--- src/rtl/vga_pkg.sv ---
// Shared VGA geometry and framebuffer constants for the timing controller and pixel pipeline.
package vga_pkg;

  localparam int unsigned H_VISIBLE   = 640;
  localparam int unsigned V_VISIBLE   = 480;
  localparam int unsigned H_TOTAL     = 800;
  localparam int unsigned V_TOTAL     = 525;
  localparam int unsigned SCALE_SHIFT = 2;
  localparam int unsigned FB_WIDTH    = H_VISIBLE >> SCALE_SHIFT;
  localparam int unsigned ADDR_WIDTH  = 15;

  localparam int unsigned COORD_WIDTH     = $clog2((H_TOTAL > V_TOTAL) ? H_TOTAL : V_TOTAL);
  localparam int unsigned SUM_WIDTH       = ADDR_WIDTH + 1;
  localparam int unsigned FB_SHIFT_HI     = 7;
  localparam int unsigned FB_SHIFT_LO     = 5;
  localparam int unsigned RGB_WIDTH       = 3;
  localparam int unsigned FRAME_CNT_WIDTH = 8;
  localparam int unsigned SIDEBAND_DEPTH  = 3;

  // Per-pixel control carried alongside the RAM read latency.
  typedef struct packed {
    logic visible;
    logic hs;
    logic vs;
  } sideband_t;

  localparam int unsigned SIDEBAND_WIDTH = $bits(sideband_t);
  localparam sideband_t   SIDEBAND_RESET = '{visible: 1'b0, hs: 1'b1, vs: 1'b1};

  // row * FB_WIDTH + col built from two shifts so no multiplier is inferred.
  function automatic logic [SUM_WIDTH-1:0] fb_index(input logic [COORD_WIDTH-1:0] row_s,
                                                    input logic [COORD_WIDTH-1:0] col_s);
    return (SUM_WIDTH'(row_s) << FB_SHIFT_HI) + (SUM_WIDTH'(row_s) << FB_SHIFT_LO) + SUM_WIDTH'(col_s);
  endfunction

endpackage

--- src/rtl/vga_delay_line.sv ---
// Async-reset shift register; every stage is exposed so callers can tap intermediate delays.
module vga_delay_line #(
  parameter int unsigned             WIDTH       = 1,
  parameter int unsigned             DEPTH       = 1,
  parameter logic [WIDTH-1:0]        RESET_VALUE = '0
) (
  input  logic                         clk,
  input  logic                         rst,
  input  logic [WIDTH-1:0]             din,
  output logic [DEPTH-1:0][WIDTH-1:0]  taps
);

  always_ff @(posedge clk or posedge rst) begin
    if (rst) begin
      for (int unsigned i = 0; i < DEPTH; i++) begin
        taps[i] <= RESET_VALUE;
      end
    end else begin
      taps[0] <= din;
      for (int unsigned i = 1; i < DEPTH; i++) begin
        taps[i] <= taps[i-1];
      end
    end
  end

endmodule

--- src/rtl/vga_pixel_pipeline.sv ---
// Pixel stage after the VGA timing controller: framebuffer addressing, colour masking,
// sync realignment to the 3-cycle colour path, and frame start/count tracking.
module vga_pixel_pipeline
  import vga_pkg::*;
(
  input  logic                       Clock,
  input  logic                       Reset,
  input  logic [COORD_WIDTH-1:0]     iColumn,
  input  logic [COORD_WIDTH-1:0]     iRow,
  input  logic                       iHS,
  input  logic                       iVS,
  output logic [ADDR_WIDTH-1:0]      oVmemAddress,
  input  logic [RGB_WIDTH-1:0]       iVmemData,
  output logic                       oRed,
  output logic                       oGreen,
  output logic                       oBlue,
  output logic                       oHS,
  output logic                       oVS,
  output logic                       oFrameStart,
  output logic [FRAME_CNT_WIDTH-1:0] oFrameCount
);

  if (FB_WIDTH != ((2 ** FB_SHIFT_HI) + (2 ** FB_SHIFT_LO))) begin : g_fb_width_check
    $error("FB_WIDTH does not match the shift-add address decomposition");
  end

  logic                                          visible_c;
  logic [COORD_WIDTH-1:0]                        col_scaled_c;
  logic [COORD_WIDTH-1:0]                        row_scaled_c;
  logic [SUM_WIDTH-1:0]                          addr_sum_c;
  logic                                          frame_edge_c;
  sideband_t                                     sb_in_c;
  sideband_t                                     sb_d2;
  sideband_t                                     sb_d3;
  logic [SIDEBAND_DEPTH-1:0][SIDEBAND_WIDTH-1:0] sb_taps;
  logic                                          vs_prev;
  logic                                          armed;
  logic                                          unused_ok;

  // Address and visibility come straight from the controller's coordinates.
  always_comb begin
    visible_c    = (iColumn < COORD_WIDTH'(H_VISIBLE)) && (iRow < COORD_WIDTH'(V_VISIBLE));
    col_scaled_c = iColumn >> SCALE_SHIFT;
    row_scaled_c = iRow >> SCALE_SHIFT;
    addr_sum_c   = fb_index(row_scaled_c, col_scaled_c);
    sb_in_c      = '{visible: visible_c, hs: iHS, vs: iVS};
  end

  vga_delay_line #(
    .WIDTH       (SIDEBAND_WIDTH),
    .DEPTH       (SIDEBAND_DEPTH),
    .RESET_VALUE (SIDEBAND_WIDTH'(SIDEBAND_RESET))
  ) u_sideband (
    .clk  (Clock),
    .rst  (Reset),
    .din  (sb_in_c),
    .taps (sb_taps)
  );

  // Visible is consumed one stage early because the colour register adds the last delay.
  assign sb_d2 = sideband_t'(sb_taps[1]);
  assign sb_d3 = sideband_t'(sb_taps[SIDEBAND_DEPTH-1]);
  assign oHS   = sb_d3.hs;
  assign oVS   = sb_d3.vs;

  always_ff @(posedge Clock or posedge Reset) begin
    if (Reset) begin
      oVmemAddress <= '0;
      oRed         <= 1'b0;
      oGreen       <= 1'b0;
      oBlue        <= 1'b0;
    end else begin
      oVmemAddress <= addr_sum_c[ADDR_WIDTH-1:0];
      oRed         <= iVmemData[2] & sb_d2.visible;
      oGreen       <= iVmemData[1] & sb_d2.visible;
      oBlue        <= iVmemData[0] & sb_d2.visible;
    end
  end

  // armed suppresses the edge that vs_prev's reset value of 1 would fake on the first clock.
  assign frame_edge_c = armed & vs_prev & ~iVS;

  always_ff @(posedge Clock or posedge Reset) begin
    if (Reset) begin
      vs_prev     <= 1'b1;
      armed       <= 1'b0;
      oFrameStart <= 1'b0;
      oFrameCount <= '0;
    end else begin
      vs_prev     <= iVS;
      armed       <= 1'b1;
      oFrameStart <= frame_edge_c;
      if (frame_edge_c) begin
        oFrameCount <= oFrameCount + FRAME_CNT_WIDTH'(1);
      end
    end
  end

  assign unused_ok = &{1'b0, sb_taps[0], sb_d2.hs, sb_d2.vs, sb_d3.visible, addr_sum_c[ADDR_WIDTH]};

endmodule

--- config.mk ---
export PLATFORM = sky130hd
export DESIGN_NAME = vga_pixel_pipeline
export DESIGN_NICKNAME = d
export VERILOG_FILES = /design/src/rtl/vga_pkg.sv /design/src/rtl/vga_delay_line.sv /design/src/rtl/vga_pixel_pipeline.sv
export SDC_FILE = /design/constraint.sdc
export NUM_CORES = 1
export LEC_CHECK = 0
export CELL_PAD_IN_SITES_DETAIL_PLACEMENT = 0
export CELL_PAD_IN_SITES_GLOBAL_PLACEMENT = 1
export CORE_ASPECT_RATIO = 0.7
export CORE_MARGIN = 2
export CORE_UTILIZATION = 31
export DETAILED_ROUTE_END_ITERATION = 8
export GPL_TIMING_DRIVEN = 0
export PLACE_DENSITY_LB_ADDON = 0.1
export SLEW_MARGIN = 20
export SYNTH_ARGS = -nofsm -noshare
export SYNTH_HDL_FRONTEND = slang
export SYNTH_SLANG_ARGS = --single-unit
--- constraint.sdc ---
create_clock -name Clock -period 1.4 [get_ports Clock]
set_clock_uncertainty 0.1 [all_clocks]
set_input_delay 0.28 -clock Clock [delete_from_list [all_inputs] [get_ports Clock]]
set_output_delay 0.28 -clock Clock [all_outputs]
set_load 0.1 [all_outputs]
==> metrics.md <==
| Metric | Value |
|---|---|
| # diodes | 0 |
| Slew @ Worst Pin | 0.715 ns |
| Starting Density | between 30% and 40% |
| HP Class | primary input to register |
| CP arrival | 1.89 ns |
| CTS max path bufs | 2 |
| Crit path max fanout | 2 |
| Flops & latches, synth | 36 |
| XOR/XNOR share of the synthesized area | 7.19% |
| Net count after synthesis | around 170 |
| Final setup violation count | 10 |
| Worst setup margin | -0.432 ns |
| Die W | between 80 and 90 µm |
| Placed cell area | ~0.0023 mm² |
| Tmin final | 1.83 ns |
| Most frequent standard cell in the layout excluding fill and tap cells | buf_4 |
| Synth Cell Area | 0.00158 mm² |
| Max frequency | between 0.5 and 0.6 GHz |
| Residual DRC | 0 |
| Final slew viol count | 0 |
| Max cap viols | 0 |
| Largest family of logic cells by synthesized area | adder cells |
| Startpoint types | primary input |
| Rows | 21 |
| Worst vdd ir | between 0.6 and 0.7 mV |
| First-pass GRT wire length | 5110 µm |
| Clock buffer count from CTS | 5 |
| Clock H-tree levels | 2 |
| Post-synthesis mux area share | 1.34% |
| Detailed Routing Iterations Pass 1 | 4 |
| Post-Layout Inst Area | between 0.002 and 0.003 mm² |
| Worst setup EP type | register |
| Adder-cell area share of the yosys netlist | 15.2% |
| Area delta synth->final | 62.3% |
| Root buffer cell | clkbuf_8 |
| Clock slew at reported path FFs | 0.07 ns |
| Mean post-synth cell area | ~13 µm² |
| Leakage | approximately 1.1 nW |
| Final ANT Viol Nets | 0 |
| Total GRT Usage | 11.8% |
| WL/cell | 12.3 µm |
| Most frequent cells in the layout | buf_4, dfrtp_1, ha_4, clkdlybuf4s50_1, buf_6 |
| Period utilization | 131% |
| Status | complete, but fails checks |
| YS warnings | 0 |
| Die H | 63.8 µm |
| Via/cell ratio | 4.29 |
| Sequential fraction of the synthesis area | 57.4% |
| DP HPWL | 2380 µm |
| Slew headroom | 52.3% |
| Post-synthesis cell type count | 30 |
| WS Path Type | primary input to register |
| Vias in the first global route | about 1200 |
| # IOs | 56 |
| Initial antenna violation count | 0 |
| Cells after synthesis | 122 |
| Hold-fix buffers, CTS | 0 |
| Synth Area in Compound Gates | 4.98% |
| Final hold slack | approximately 0.25 ns |
| Largest net degree at the start of global routing | 37 |
| # port buffers | slightly above 50 |
| Congestion Overflow GR | 0 |
| Die ar. | 0.00570 mm² |
| Layout cells sized above 1 | 52.9% |
| Critical path required time | 1.46 ns |
| WL final | 3180 µm |
| CTS tree | done |
| Setup_tns | -2.34 ns |
| Final cell count without fillers | 258 |
| Tot Pwr | 4.14 mW |
| PwrDens | roughly 1600 mW/mm² |
| Via count | 1106 |
| Final net count | ~230 |
| Placed insts | 242 |
| Violated checks | setup timing |
| Skew-Pair Late Insertion Delay | 0.27 ns |
| Post-Synth Simple-Gate Area | between 10% and 20% |
| RSZ-0062 raised after global routing | yes |
| Sink Count | 36 |
| Final Hold Vio Count | 0 |
| Iteration-0 DRC Markers | 23 |
| Placeable Area | between 0.004 and 0.005 mm² |
| RD Place Congestion | 0.764 |
[registers in the layout (all words and copies together) (netlist names)]
name and cells:
armed 1, oBlue 1, u_sideband.taps 8, oRed 1, oFrameCount 8, oFrameStart 1
oGreen 1, oVmemAddress 15
[through the flow]
stage          utilization [%]  setup WS, ns
2_1_floorplan                -        -0.480
3_3_place_gp              46.6         -1.24
3_5_place_dp              46.6         -1.29
4_1_cts                   50.4        -0.505
5_1_grt                   52.8        -0.469
6_report                  52.8        -0.432
[where the power goes]
group | switching [mW] | leakage [nW] | internal, mW
combinational | 1.44 | 0.662 | 0.577
clock | 0.324 | 0.0455 | 0.401
sequential | 0.142 | 0.425 | 1.25
[cells in the mapped netlist]
| master | instances | area (µm²) |
|---|---|---|
| xor2_1 | 3 | 26.3 |
| xnor2_1 | 10 | 87.6 |
| o31ai_2 | 1 | 12.5 |
| nor2_1 | 4 | 15.0 |
| a21oi_1 | 4 | 20.0 |
| o21ai_0 | 4 | 20.0 |
| nand2_1 | 4 | 15.0 |
| nand2b_1 | 2 | 12.5 |
| and2_1 | 3 | 18.8 |
| o21a_1 | 1 | 7.51 |
| a211oi_1 | 1 | 7.51 |
| dfrtp_1 | 30 | 751 |
| and3b_1 | 1 | 8.76 |
| nand4_1 | 3 | 18.8 |
| inv_1 | 11 | 41.3 |
| conb_1 | 1 | 3.75 |
| nor3_1 | 2 | 10.0 |
| mux2_2 | 1 | 11.3 |
| nand3_2 | 2 | 20.0 |
| and3_1 | 1 | 6.26 |
| dfstp_2 | 6 | 158 |
| nand3_1 | 3 | 15.0 |
| buf_6 | 1 | 11.3 |
| ha_1 | 16 | 200 |
| or3_1 | 1 | 6.26 |
| nor2b_1 | 1 | 6.26 |
| fa_1 | 2 | 40.0 |
| and4_4 | 1 | 11.3 |
| o221a_2 | 1 | 11.3 |
| mux2i_1 | 1 | 10.0 |
[worst max-delay path: stages]
cell and delay [ns]:
buf_8 0.08, inv_4 0.03, fa_1 0.48, buf_4 0.15
fa_2 0.34, nand2b_4 0.17, a21oi_4 0.15, o31ai_2 0.09
xnor2_1 0.13
[timing repair]
action	4_1_cts	5_1_grt
buffers inserted	6	2
endpoints found under the hold margin	0	0
gates resized for setup	220	25
pin swaps	17	11
cloned	0	0
endpoints found under the setup margin	40	16
[kinds of logic after synthesis]
kind of cell | Yosys count
AOI/OAI and AO/OA | 12
xor gates and xnor gates | 13
adders and majority gates | 18
buffers and inverters | 12
DFF | 36
muxes | 2
other | 1
and+or+nand+nor | 28
[routing by layer]
layer	routed length (µm)	GRT usage, %	vias to the layer above	share of wire [%]
met4	0	2.24	0	0
li1	-	-	540	-
met2	1480	18.1	36	47
met1	1430	15.4	530	45
met3	266	5.43	0	8.4
met5	0	0	-	0
[worst paths after layout]
kind / from / to / slack [ns] / cells past startpoint
hold / removal: iColumn[9] / u_sideband.taps[2]$_DFF_PP0_ / 0.25 / 4
hold reg to reg: u_sideband.taps[1]$_DFF_PP1_ / u_sideband.taps[4]$_DFF_PP1_ / 0.26 / 0
setup reg to reg: u_sideband.taps[0]$_DFF_PP1_ / oFrameCount[7]$_DFFE_PP0P_ / -0.03 / 5
setup / recovery: iRow[2] / oVmemAddress[14]$_DFF_PP0_ / -0.43 / 9
max in group asynchronous: Reset / oFrameCount[5]$_DFFE_PP0P_ / 0.32 / 2
min in group asynchronous: Reset / oFrameStart$_DFF_PP0_ / 0.35 / 2
[area by class of cell]
type                    instances  area, µm²
plain buffers                   1       11.3
clock buffers                   8       90.1
fillers                       449       2290
inverters                      11       51.3
multi-input cells              74        856
flip-flops and latches         36        931
well taps                      69       86.3
repair buffers                 59        543
No activity file was read; power rests on OpenSTA's default activity.
